`src/rtl/accum_cpu_if.sv`:
```
// Flash read port of accum_cpu: word request out, data and ready back.
// master = CPU side, slave = flash controller side.
interface accum_cpu_if;
    logic [23:0] flashReadAddr;
    logic        flashEnabled;
    logic [15:0] flashByteRead;
    logic        flashDataReady;

    modport master (
        output flashReadAddr,
        output flashEnabled,
        input  flashByteRead,
        input  flashDataReady
    );

    modport slave (
        input  flashReadAddr,
        input  flashEnabled,
        output flashByteRead,
        output flashDataReady
    );
endinterface

```
`src/rtl/accum_cpu.sv`:
```
// Accumulator CPU executing 16-bit instruction words fetched over accum_cpu_if.
// Define ACCUM_CPU_STACK_EN to build the CALL/RET return stack and fault flag.
//
// state  | meaning
// FETCH  | issue instruction read at pc
// F_LOW  | wait for controller to drop ready
// F_HIGH | wait for ready, capture instruction
// DECODE | pc += 2, choose immediate or execute
// IMM    | issue immediate read at pc
// I_LOW  | wait for controller to drop ready
// I_HIGH | wait for ready, capture immediate, pc += 2
// EXEC   | apply opcode
// WAIT   | down-count op * WAIT_TICKS cycles
// HALT   | terminal until reset
module accum_cpu #(
    parameter int DATA_W      = 10,
    parameter int NREGS       = 4,
    parameter int PC_W        = 11,
    parameter int WAIT_TICKS  = 27000,
    parameter int STACK_DEPTH = 4
) (
    input  logic               clk,
    input  logic               reset,
    accum_cpu_if.master        flash,
    input  logic [3:0]         btn,
    output logic [5:0]         leds,
    output logic               halted,
    output logic               fault
);
    localparam int IDX_W = $clog2(NREGS);
    localparam int CNT_W = DATA_W + $clog2(WAIT_TICKS + 1);

    localparam logic [5:0] OP_CLR  = 6'd0;
    localparam logic [5:0] OP_ADD  = 6'd1;
    localparam logic [5:0] OP_SUB  = 6'd2;
    localparam logic [5:0] OP_STA  = 6'd3;
    localparam logic [5:0] OP_LDA  = 6'd4;
    localparam logic [5:0] OP_INV  = 6'd5;
    localparam logic [5:0] OP_JMPZ = 6'd6;
    localparam logic [5:0] OP_JMP  = 6'd7;
    localparam logic [5:0] OP_WAIT = 6'd8;
    localparam logic [5:0] OP_OUT  = 6'd9;
    localparam logic [5:0] OP_BTN  = 6'd10;
    localparam logic [5:0] OP_CALL = 6'd11;
    localparam logic [5:0] OP_RET  = 6'd12;
    localparam logic [5:0] OP_HLT  = 6'd63;

    typedef enum logic [3:0] {
        FETCH, F_LOW, F_HIGH, DECODE, IMM, I_LOW, I_HIGH, EXEC, WAIT, HALT
    } state_t;

    state_t              state;
    logic [PC_W-1:0]     pc;
    logic [DATA_W-1:0]   acc;
    logic [DATA_W-1:0]   regs [NREGS];
    logic [15:0]         instr;
    logic [DATA_W-1:0]   imm;
    logic [CNT_W-1:0]    wait_cnt;

    logic [5:0]          opcode;
    logic [IDX_W-1:0]    idx;
    logic [DATA_W-1:0]   op;
    logic [PC_W-1:0]     jump_tgt;
    logic [CNT_W-1:0]    wait_load;
    logic                btn_bit;
    logic                unused_bits;

    assign opcode      = instr[14:9];
    assign idx         = instr[IDX_W-1:0];
    assign op          = instr[15] ? imm : regs[idx];
    assign jump_tgt    = PC_W'(op) & ~PC_W'(1);
    assign wait_load   = CNT_W'(op) * CNT_W'(WAIT_TICKS);
    assign btn_bit     = btn[2'(idx)];
    assign unused_bits = ^{instr, flash.flashByteRead};

`ifdef ACCUM_CPU_STACK_EN
    localparam int SP_W  = $clog2(STACK_DEPTH + 1);
    localparam int PTR_W = (STACK_DEPTH > 1) ? $clog2(STACK_DEPTH) : 1;
    logic [PC_W-1:0] stack [STACK_DEPTH];
    logic [SP_W-1:0] sp;
    logic [SP_W-1:0] sp_dec;
    logic            fault_q;
    assign sp_dec = sp - SP_W'(1);
    assign fault  = fault_q;
`else
    assign fault = 1'b0;
`endif

    always_ff @(posedge clk or posedge reset) begin
        if (reset) begin
            state               <= FETCH;
            pc                  <= '0;
            acc                 <= '0;
            for (int i = 0; i < NREGS; i++) regs[i] <= '0;
            instr               <= '0;
            imm                 <= '0;
            wait_cnt            <= '0;
            flash.flashEnabled  <= 1'b0;
            flash.flashReadAddr <= '0;
            leds                <= 6'h3F;
            halted              <= 1'b0;
`ifdef ACCUM_CPU_STACK_EN
            sp                  <= '0;
            fault_q             <= 1'b0;
            for (int i = 0; i < STACK_DEPTH; i++) stack[i] <= '0;
`endif
        end else begin
            case (state)
                FETCH, IMM: begin
                    flash.flashReadAddr <= 24'(pc);
                    flash.flashEnabled  <= 1'b1;
                    state               <= (state == FETCH) ? F_LOW : I_LOW;
                end
                F_LOW:  if (!flash.flashDataReady) state <= F_HIGH;
                I_LOW:  if (!flash.flashDataReady) state <= I_HIGH;
                F_HIGH: if (flash.flashDataReady) begin
                    instr              <= flash.flashByteRead;
                    flash.flashEnabled <= 1'b0;
                    state              <= DECODE;
                end
                I_HIGH: if (flash.flashDataReady) begin
                    imm                <= DATA_W'(flash.flashByteRead);
                    flash.flashEnabled <= 1'b0;
                    pc                 <= pc + PC_W'(2);
                    state              <= EXEC;
                end
                DECODE: begin
                    pc    <= pc + PC_W'(2);
                    state <= instr[15] ? IMM : EXEC;
                end
                EXEC: begin
                    state <= FETCH;
                    case (opcode)
                        OP_CLR:  acc <= '0;
                        OP_ADD:  acc <= acc + op;
                        OP_SUB:  acc <= acc - op;
                        OP_STA:  regs[idx] <= acc;
                        OP_LDA:  acc <= op;
                        OP_INV:  acc <= ~acc;
                        OP_JMPZ: if (acc == '0) pc <= jump_tgt;
                        OP_JMP:  pc <= jump_tgt;
                        OP_WAIT: if (op != '0) begin
                            wait_cnt <= wait_load - CNT_W'(1);
                            state    <= WAIT;
                        end
                        OP_OUT:  leds <= ~6'(acc);
                        OP_BTN:  acc <= btn_bit ? '0 : DATA_W'(acc != '0);
`ifdef ACCUM_CPU_STACK_EN
                        // Stack errors halt with pc and stack left untouched.
                        OP_CALL: if (sp == SP_W'(STACK_DEPTH)) begin
                            fault_q <= 1'b1;
                            halted  <= 1'b1;
                            state   <= HALT;
                        end else begin
                            stack[PTR_W'(sp)] <= pc;
                            sp                <= sp + SP_W'(1);
                            pc                <= jump_tgt;
                        end
                        OP_RET:  if (sp == '0) begin
                            fault_q <= 1'b1;
                            halted  <= 1'b1;
                            state   <= HALT;
                        end else begin
                            pc <= stack[PTR_W'(sp_dec)];
                            sp <= sp_dec;
                        end
`endif
                        OP_HLT: begin
                            halted <= 1'b1;
                            state  <= HALT;
                        end
                        default: ;
                    endcase
                end
                WAIT: begin
                    if (wait_cnt == '0) state <= FETCH;
                    else wait_cnt <= wait_cnt - CNT_W'(1);
                end
                HALT: flash.flashEnabled <= 1'b0;
                default: state <= FETCH;
            endcase
        end
    end
endmodule
```
`src/flat_wrapper.sv`:
```
// flat-port wrapper written by rule: the top's interface ports become plain ports
module accum_cpu_flat 
#(
    parameter int DATA_W      = 10,
    parameter int NREGS       = 4,
    parameter int PC_W        = 11,
    parameter int WAIT_TICKS  = 27000,
    parameter int STACK_DEPTH = 4
)
  (clk, reset, btn, leds, halted, fault, flash_flashReadAddr, flash_flashEnabled, flash_flashByteRead, flash_flashDataReady);
  accum_cpu_if flash_i ();
  input  logic clk;
  input  logic reset;
  input  logic [3:0] btn;
  output logic [5:0] leds;
  output logic halted;
  output logic fault;
  output wire logic [$bits(flash_i.flashReadAddr)-1:0] flash_flashReadAddr;
  output wire logic [$bits(flash_i.flashEnabled)-1:0] flash_flashEnabled;
  input wire logic [$bits(flash_i.flashByteRead)-1:0] flash_flashByteRead;
  input wire logic [$bits(flash_i.flashDataReady)-1:0] flash_flashDataReady;
  assign flash_flashReadAddr = flash_i.flashReadAddr;
  assign flash_flashEnabled = flash_i.flashEnabled;
  assign flash_i.flashByteRead = flash_flashByteRead;
  assign flash_i.flashDataReady = flash_flashDataReady;
  accum_cpu #(.DATA_W(DATA_W), .NREGS(NREGS), .PC_W(PC_W), .WAIT_TICKS(WAIT_TICKS), .STACK_DEPTH(STACK_DEPTH)) u_core (.clk(clk), .reset(reset), .flash(flash_i), .btn(btn), .leds(leds), .halted(halted), .fault(fault));
endmodule
```
`config.mk`:
```
export PLATFORM = sky130hd
export DESIGN_NAME = accum_cpu_flat
export DESIGN_NICKNAME = d
export VERILOG_FILES = /design/src/rtl/accum_cpu_if.sv /design/src/rtl/accum_cpu.sv /design/src/flat_wrapper.sv
export SDC_FILE = /design/constraint.sdc
export NUM_CORES = 1
export LEC_CHECK = 0
export BUFFER_PORTS_ARGS = -buffer_cell sky130_fd_sc_hd__buf_2
export CAP_MARGIN = 20
export CORE_MARGIN = 2
export CORE_UTILIZATION = 25
export DETAILED_ROUTE_END_ITERATION = 8
export SETUP_SLACK_MARGIN = 0.05
export SYNTH_ARGS = -nofsm -noshare
export SYNTH_HDL_FRONTEND = slang
export SYNTH_SLANG_ARGS = --single-unit
```
`constraint.sdc`:
```
create_clock -name clk -period 8.7 [get_ports clk]
set_input_delay 0 -clock clk [delete_from_list [all_inputs] [get_ports clk]]
set_output_delay 0 -clock clk [all_outputs]
set_load 0.1 [all_outputs]
```
==> results of run 1 <==
-- how the worst max path moves through the flow --
stage	end	slack, ns	cells past startpoint
6_report	u_core.wait_cnt[24]	1.17	22
5_1_grt	u_core.wait_cnt[24]	0.67	22
4_1_cts	u_core.wait_cnt[24]	1.13	22
3_5_place_dp	u_core.wait_cnt[24]	1.18	22
3_3_place_gp	u_core.wait_cnt[22]	1.37	20
2_1_floorplan	u_core.wait_cnt[22]	1.78	23
-- registers in the layout (all words and copies together) (netlist names) --
name and count:
u_core.flash.flashReadAddr 10, u_core.halted 1, u_core.regs 40, u_core.acc 10
u_core.state 4, u_core.wait_cnt 25, u_core.leds 6, u_core.instr 9
u_core.imm 10, u_core.flash.flashEnabled 1, u_core.pc 10
-- layer usage --
layer  wire [um]  track usage (%)  up-vias
met5           0                0        -
met4         400             3.47        0
met3         879             1.73       29
met2       12200             20.3      165
met1       11500             15.9     3945
li1            -                -     3795
-- cell families after synthesis --
group	count (synthesis)	synth area share, %
AOI/OAI and AO/OA	252	15.6
muxes	85	10.9
adders and majority gates	128	18.6
xor gates and xnor gates	53	4.61
and+or+nand+nor	251	12.9
other	1	0.0372
DFF	126	31.4
buffers and inverters	143	6.02
-- synth_stat cells (5+ instances only) --
| library cell | count |
|---|---|
| inv_1 | 91 |
| a32oi_1 | 6 |
| nor3_1 | 26 |
| mux4_2 | 7 |
| a211oi_1 | 8 |
| nand3_1 | 26 |
| nor4_1 | 12 |
| xnor2_1 | 31 |
| nand2_1 | 48 |
| dfstp_2 | 6 |
| nand3b_1 | 5 |
| o22a_1 | 5 |
| mux2i_1 | 9 |
| nand4_1 | 6 |
| or3_1 | 6 |
| a211o_1 | 5 |
| nor2_1 | 68 |
| nand2b_1 | 9 |
| dfrtp_1 | 120 |
| o21ai_1 | 20 |
| a22o_1 | 10 |
| mux2_2 | 64 |
| a31oi_1 | 7 |
| clkbuf_1 | 31 |
| o21ai_0 | 74 |
| a21oi_1 | 69 |
| xor2_1 | 22 |
| fa_1 | 37 |
| ha_1 | 91 |
| a21o_1 | 9 |
| nor2b_1 | 8 |
| and3_1 | 13 |
| buf_4 | 16 |
-- worst min-delay path, stage by stage --
cell and delay (ns):
dlygate4sd3_1 0.53, buf_2 0.13, inv_4 0.47
-- through the flow --
| stage | instances | area [um2] | hold slack [ns] | utilization, % |
|---|---|---|---|---|
| floorplan | 1053 | 10100 | 0.117 | - |
| global placement | 1576 | 10800 | 0.154 | 27.2 |
| detailed placement | 1576 | 10800 | 0.150 | 27.2 |
| CTS | 1626 | 11600 | 0.239 | 29.2 |
| global route | 1626 | 11600 | 0.270 | 29.2 |
| finish | 1626 | 11600 | 0.212 | 29.2 |
-- final cells by class --
class / instances / area, um2
fill: 4110 / 28100
multi-input combinational: 784 / 6360
sequential: 126 / 3160
tap: 525 / 657
timing repair buffer: 68 / 455
clock buffer: 17 / 425
inverter: 91 / 344
clock inverter: 15 / 178
==> qor.txt, run 1 <==
STATUS
---------------------------------------------------------------------------------
Run status ......................................................... finished, final reports clean

STA
---------------------------------------------------------------------------------
Number of setup violations in the final report .....................            0
Setup skew after layout ............................................    0.0128 ns
Hold violation total from the final report .........................            0
Headroom to the max-slew limit .....................................        23.3%
Ratio of final minimum period to clock period ......................        86.6%
Maximum clock frequency ............................................    0.133 GHz
Final WS setup .....................................................      1.17 ns
Setup TNS after final layout .......................................         0 ns
Minimum clock period ...............................................      7.53 ns
Count of final max-slew check failures .............................            0
RSZ-0062 raised after global routing ...............................        false
Transition time at the pin with the least slew margin ..............      1.15 ns

SETUP PATH
---------------------------------------------------------------------------------
Worst R2R End ...................................................... u_core.wait_cnt[24]
Arrival @ worst endpoint ...........................................      7.83 ns
CP Max Fanout ......................................................           16
Top delay family on crit path ......................................  adder cells
Worst endpoint required time .......................................      9.00 ns
Startpoint Class ...................................................     register
Kind of capture point of the worst setup path ......................     register
Reg-to-reg slack, setup ............................................      1.17 ns
Crit path max-delay cell type ......................................      dfrtp_1
Bufs and invs on worst path ........................................            5
R2r startpoint ..................................................... u_core.instr[0]
Worst-path cell chain .............................................. mux4_1 > mux2i_1 > inv_1 > fa_1 > inv_1 > fa_1 > fa_1 > inv_1 > fa_1 > inv_1 > fa_1 > inv_1 > ha_1 > nand3_1 > nor2_1 > a211oi_1 > o21ai_1 > a211oi_1 > nand4_1 > nor3_2 > xnor2_1 > a21oi_1
Register-to-Register Path Depth ....................................           22
Start-to-end type of the worst setup path ..........................      reg2reg
Launch point of the worst path ..................................... u_core.instr[0]
CP max stage delay .................................................      0.85 ns

DIE
---------------------------------------------------------------------------------
Chip Width .........................................................       205 um
Initial cell density of the core ...................................        25.4%
Placement row count ................................................           73
# IOs ..............................................................           56
Die Height .........................................................       205 um
Core Region ........................................................   0.0397 mm2
Die area ...........................................................   0.0419 mm2

MIN PATH
---------------------------------------------------------------------------------
HP Class ...........................................................     in2async

LOGIC SYNTHESIS
---------------------------------------------------------------------------------
Top cells by area, synth ........................................... dfrtp_1 30%, ha_1 11%, fa_1 7.3%
Post-Synthesis Cell Area ...........................................   0.0101 mm2
Sequential element share of the synthesized area ...................        31.4%
Flop and latch count out of synthesis ..............................          126
Average footprint of a synthesized cell ............................     9.70 um2
Area share of the leading cell type in the synthesized netlist .....        29.8%
Mapped Cells .......................................................        1,039
Commonest register cell after synthesis ............................      dfrtp_1
Yosys top cell by area .............................................      dfrtp_1
Post-synthesis async set-or-reset flop share .......................         100%
Number of enable-type register cells in the synthesized netlist ....            0
Synthesis warning total ............................................            0
Post-synth cell types ..............................................           78

FINISH
---------------------------------------------------------------------------------
Most common cell after layout, fill and taps aside .................      dfrtp_1
Fraction of layout cells with a size suffix above 1 ................        16.2%
Total Nets Final ...................................................        1,239
Post-synthesis to final-layout area growth .........................        14.9%
Most frequent cells in the layout .................................. 120 x dfrtp_1, 91 x ha_1, 90 x inv_1
Diode count ........................................................            0

GRT
---------------------------------------------------------------------------------
Number of global-route vias before repair ..........................        7,682
Overflow left after global routing .................................            0
Pin count of the biggest net entering global routing ...............           74
Global-route wire length before repair .............................    40,600 um
Initial antenna violation count ....................................            0
Global-route usage over all layers .................................        12.0%

DRT
---------------------------------------------------------------------------------
Wire length reported by the detailed router ........................    24,900 um
Number of vias per cell ............................................         4.88
DRT iter0 DRCs .....................................................          450
First drt pass iteration count .....................................            4
Remaining antenna violation count after routing ....................            0
Number of remaining DRC errors .....................................            0
Routed WL per cell .................................................      15.3 um
Via Count ..........................................................        7,934

CLOCKING
---------------------------------------------------------------------------------
TritonCTS clock tree ...............................................          yes
Depth of the CTS H-tree ............................................            4
Maximum clock insertion buffer count ...............................            2
Number of buffers inserted to repair setup after CTS ...............            0
CTS resizes ........................................................            0
Clk sink count .....................................................          126
Clock latency of the later-clocked register in the worst-skew pair .      0.43 ns
Number of hold buffers added after CTS .............................           18
Reg clk slew, reported paths .......................................      0.07 ns
TritonCTS buffer count .............................................           17
CTS root buf .......................................................    clkbuf_16

PLACE
---------------------------------------------------------------------------------
Worst slack at placement ...........................................      1.18 ns
Half-perimeter wire length after placement .........................    18,700 um
Count of input and output buffers ..................................           40
Final RePlAce weighted congestion ..................................        0.851

RUN
---------------------------------------------------------------------------------
Number of violations of the max-capacitance limit ..................            0

Power of run 1 is not shown: default switching activity piles up to over one toggle a cycle in this logic, so the estimate is an artifact.
==> inputs of run 2 (changes only) <==
==> constraint.sdc (replaced) <==
create_clock -name clk -period 7.1 [get_ports clk]
set_input_delay 0 -clock clk [delete_from_list [all_inputs] [get_ports clk]]
set_output_delay 0 -clock clk [all_outputs]
set_load 0.1 [all_outputs]
==> qor.txt, run 2 (synthesized netlist as in run 1, its figures left out) <==
DIE
---------------------------------------------------------------------------------
# IOs ..............................................................           56
Initial cell density of the core ...................................        25.4%
Die Height .........................................................       205 um
Die area ...........................................................   0.0419 mm2
Core Region ........................................................   0.0397 mm2
Chip Width .........................................................       205 um
Placement row count ................................................           73

DRT
---------------------------------------------------------------------------------
Wire length reported by the detailed router ........................    25,000 um
DRT iter0 DRCs .....................................................          480
First drt pass iteration count .....................................            4
Via Count ..........................................................        7,832
Number of vias per cell ............................................         4.79
Number of remaining DRC errors .....................................            0
Remaining antenna violation count after routing ....................            0
Routed WL per cell .................................................      15.3 um

CLOCKING
---------------------------------------------------------------------------------
Clk sink count .....................................................          126
Reg clk slew, reported paths .......................................      0.06 ns
Clock latency of the later-clocked register in the worst-skew pair .      0.42 ns
Depth of the CTS H-tree ............................................            4
TritonCTS clock tree ...............................................          yes
CTS root buf .......................................................    clkbuf_16
Maximum clock insertion buffer count ...............................            2
Number of buffers inserted to repair setup after CTS ...............            0
TritonCTS buffer count .............................................           17

SETUP PATH
---------------------------------------------------------------------------------
Top delay family on crit path ......................................  adder cells
End of the critical path ........................................... u_core.wait_cnt[22]
Register-to-Register Path Depth ....................................           20
CP Max Fanout ......................................................           12
Critical Path Most Common Cell .....................................         ha_1
Launch point of the worst path ..................................... u_core.instr[1]
Worst endpoint required time .......................................      7.38 ns
Worst-path cell chain .............................................. mux4_2 > mux2i_2 > inv_1 > ha_1 > fa_1 > ha_1 > inv_1 > fa_1 > inv_1 > ha_1 > ha_1 > nand2b_1 > or4_1 > a32oi_1 > xor2_1 > or4_4 > nand4b_4 > nor3b_2 > xor2_1 > o21ai_1
Arrival @ worst endpoint ...........................................      6.96 ns
R2r startpoint ..................................................... u_core.instr[1]
Start-to-end type of the worst setup path ..........................      reg2reg
Crit path max-delay cell type ......................................      dfrtp_2
Reg-to-reg slack, setup ............................................      0.42 ns
Worst R2R End ...................................................... u_core.wait_cnt[22]
Kind of capture point of the worst setup path ......................     register
Crit. path cell count ..............................................           20
Bufs and invs on worst path ........................................            3
Startpoint Class ...................................................     register
CP max stage delay .................................................      0.57 ns

GRT
---------------------------------------------------------------------------------
Pin count of the biggest net entering global routing ...............           78
Global-route wire length before repair .............................    40,500 um
Number of global-route vias before repair ..........................        7,678
Initial antenna violation count ....................................            0
Overflow left after global routing .................................            0
Global-route usage over all layers .................................        12.0%

STATUS
---------------------------------------------------------------------------------
Run status ......................................................... finished, final reports clean

STA
---------------------------------------------------------------------------------
Maximum clock frequency ............................................    0.150 GHz
Ratio of final minimum period to clock period ......................        94.1%
Headroom to the max-slew limit .....................................        29.4%
Transition time at the pin with the least slew margin ..............      1.05 ns
RSZ-0062 raised after global routing ...............................        false
Count of final max-slew check failures .............................            0
Setup TNS after final layout .......................................         0 ns
Setup skew after layout ............................................    0.0186 ns
Hold violation total from the final report .........................            0
Minimum clock period ...............................................      6.68 ns
Number of setup violations in the final report .....................            0

FINISH
---------------------------------------------------------------------------------
Largest register FFs ...............................................           40
Register with the most flip-flops ..................................  u_core.regs
Diode count ........................................................            0
Largest registers .................................................. u_core.regs (40), u_core.wait_cnt (25)
Post-synthesis to final-layout area growth .........................        16.3%
Total Nets Final ...................................................        1,247
Most frequent cells in the layout .................................. 118 x dfrtp_1, 91 x ha_1, 90 x inv_1
Fraction of layout cells with a size suffix above 1 ................        17.1%
Most common cell after layout, fill and taps aside .................      dfrtp_1

MIN PATH
---------------------------------------------------------------------------------
HP Class ...........................................................       in2reg

PLACE
---------------------------------------------------------------------------------
Half-perimeter wire length after placement .........................    19,000 um
Final RePlAce weighted congestion ..................................        0.878
Count of input and output buffers ..................................           40

RUN
---------------------------------------------------------------------------------
Number of violations of the max-capacitance limit ..................            0

==> run 2: timing repair <==
action,CTS,global route
endpoints found under the hold margin,90,0
resized for setup,0,5
hold buffers,18,0
setup endpoints to repair,0,9
==> run 2: area by class of cell <==
class	count	area [um2]
tap	525	657
fill	4129	28000
clock buffer	19	443
clock inverter	13	213
inverter	91	344
timing repair buffer	76	519
sequential	126	3160
multi-input combinational	784	6380
==> run 2: worst reg2reg max path, delay by kind of cell, from the launching register on <==
family | cells | cell delay, ns
compound gates | 2 | 0.33
xor+xnor | 2 | 0.33
fa+ha+maj | 6 | 2.39
buf+inv | 3 | 0.41
flops | 1 | 0.57
mux | 2 | 0.92
simple gates | 5 | 1.62
==> run 2: worst min-delay path by stage <==
stage,startpoint,endpoint,slack [ns],cells past startpoint
after floorplan,flash_flashByteRead[9],u_core.instr[9],0.12,2
after global placement,flash_flashByteRead[5],u_core.imm[5],0.24,2
after detailed placement,flash_flashByteRead[5],u_core.imm[5],0.24,2
after CTS,flash_flashByteRead[3],u_core.imm[3],0.33,3
after global routing,flash_flashByteRead[5],u_core.imm[5],0.34,3
final,flash_flashByteRead[5],u_core.imm[5],0.34,3
==> run 2: routing by layer <==
metal | track usage [%] | wire (um) | up-vias
met5 | 0 | 0 | -
li1 | - | - | 3797
met2 | 20.4 | 12300 | 192
met4 | 3.03 | 257 | 0
met3 | 1.96 | 1170 | 17
met1 | 15.8 | 11200 | 3826
==> run 2: metrics by stage <==
step | instance area (um2) | setup slack, ns | utilization [%] | instances | hold slack [ns]
final | 11700 | 0.420 | 29.5 | 1634 | 0.339
after global routing | 11700 | 0.112 | 29.5 | 1634 | 0.344
after CTS | 11700 | 0.101 | 29.4 | 1633 | 0.334
after detailed placement | 10900 | 0.132 | 27.3 | 1583 | 0.238
after global placement | 10900 | 0.237 | 27.3 | 1583 | 0.235
after floorplan | 10100 | 0.183 | - | 1053 | 0.117
Power of run 2 is left out for the same reason.
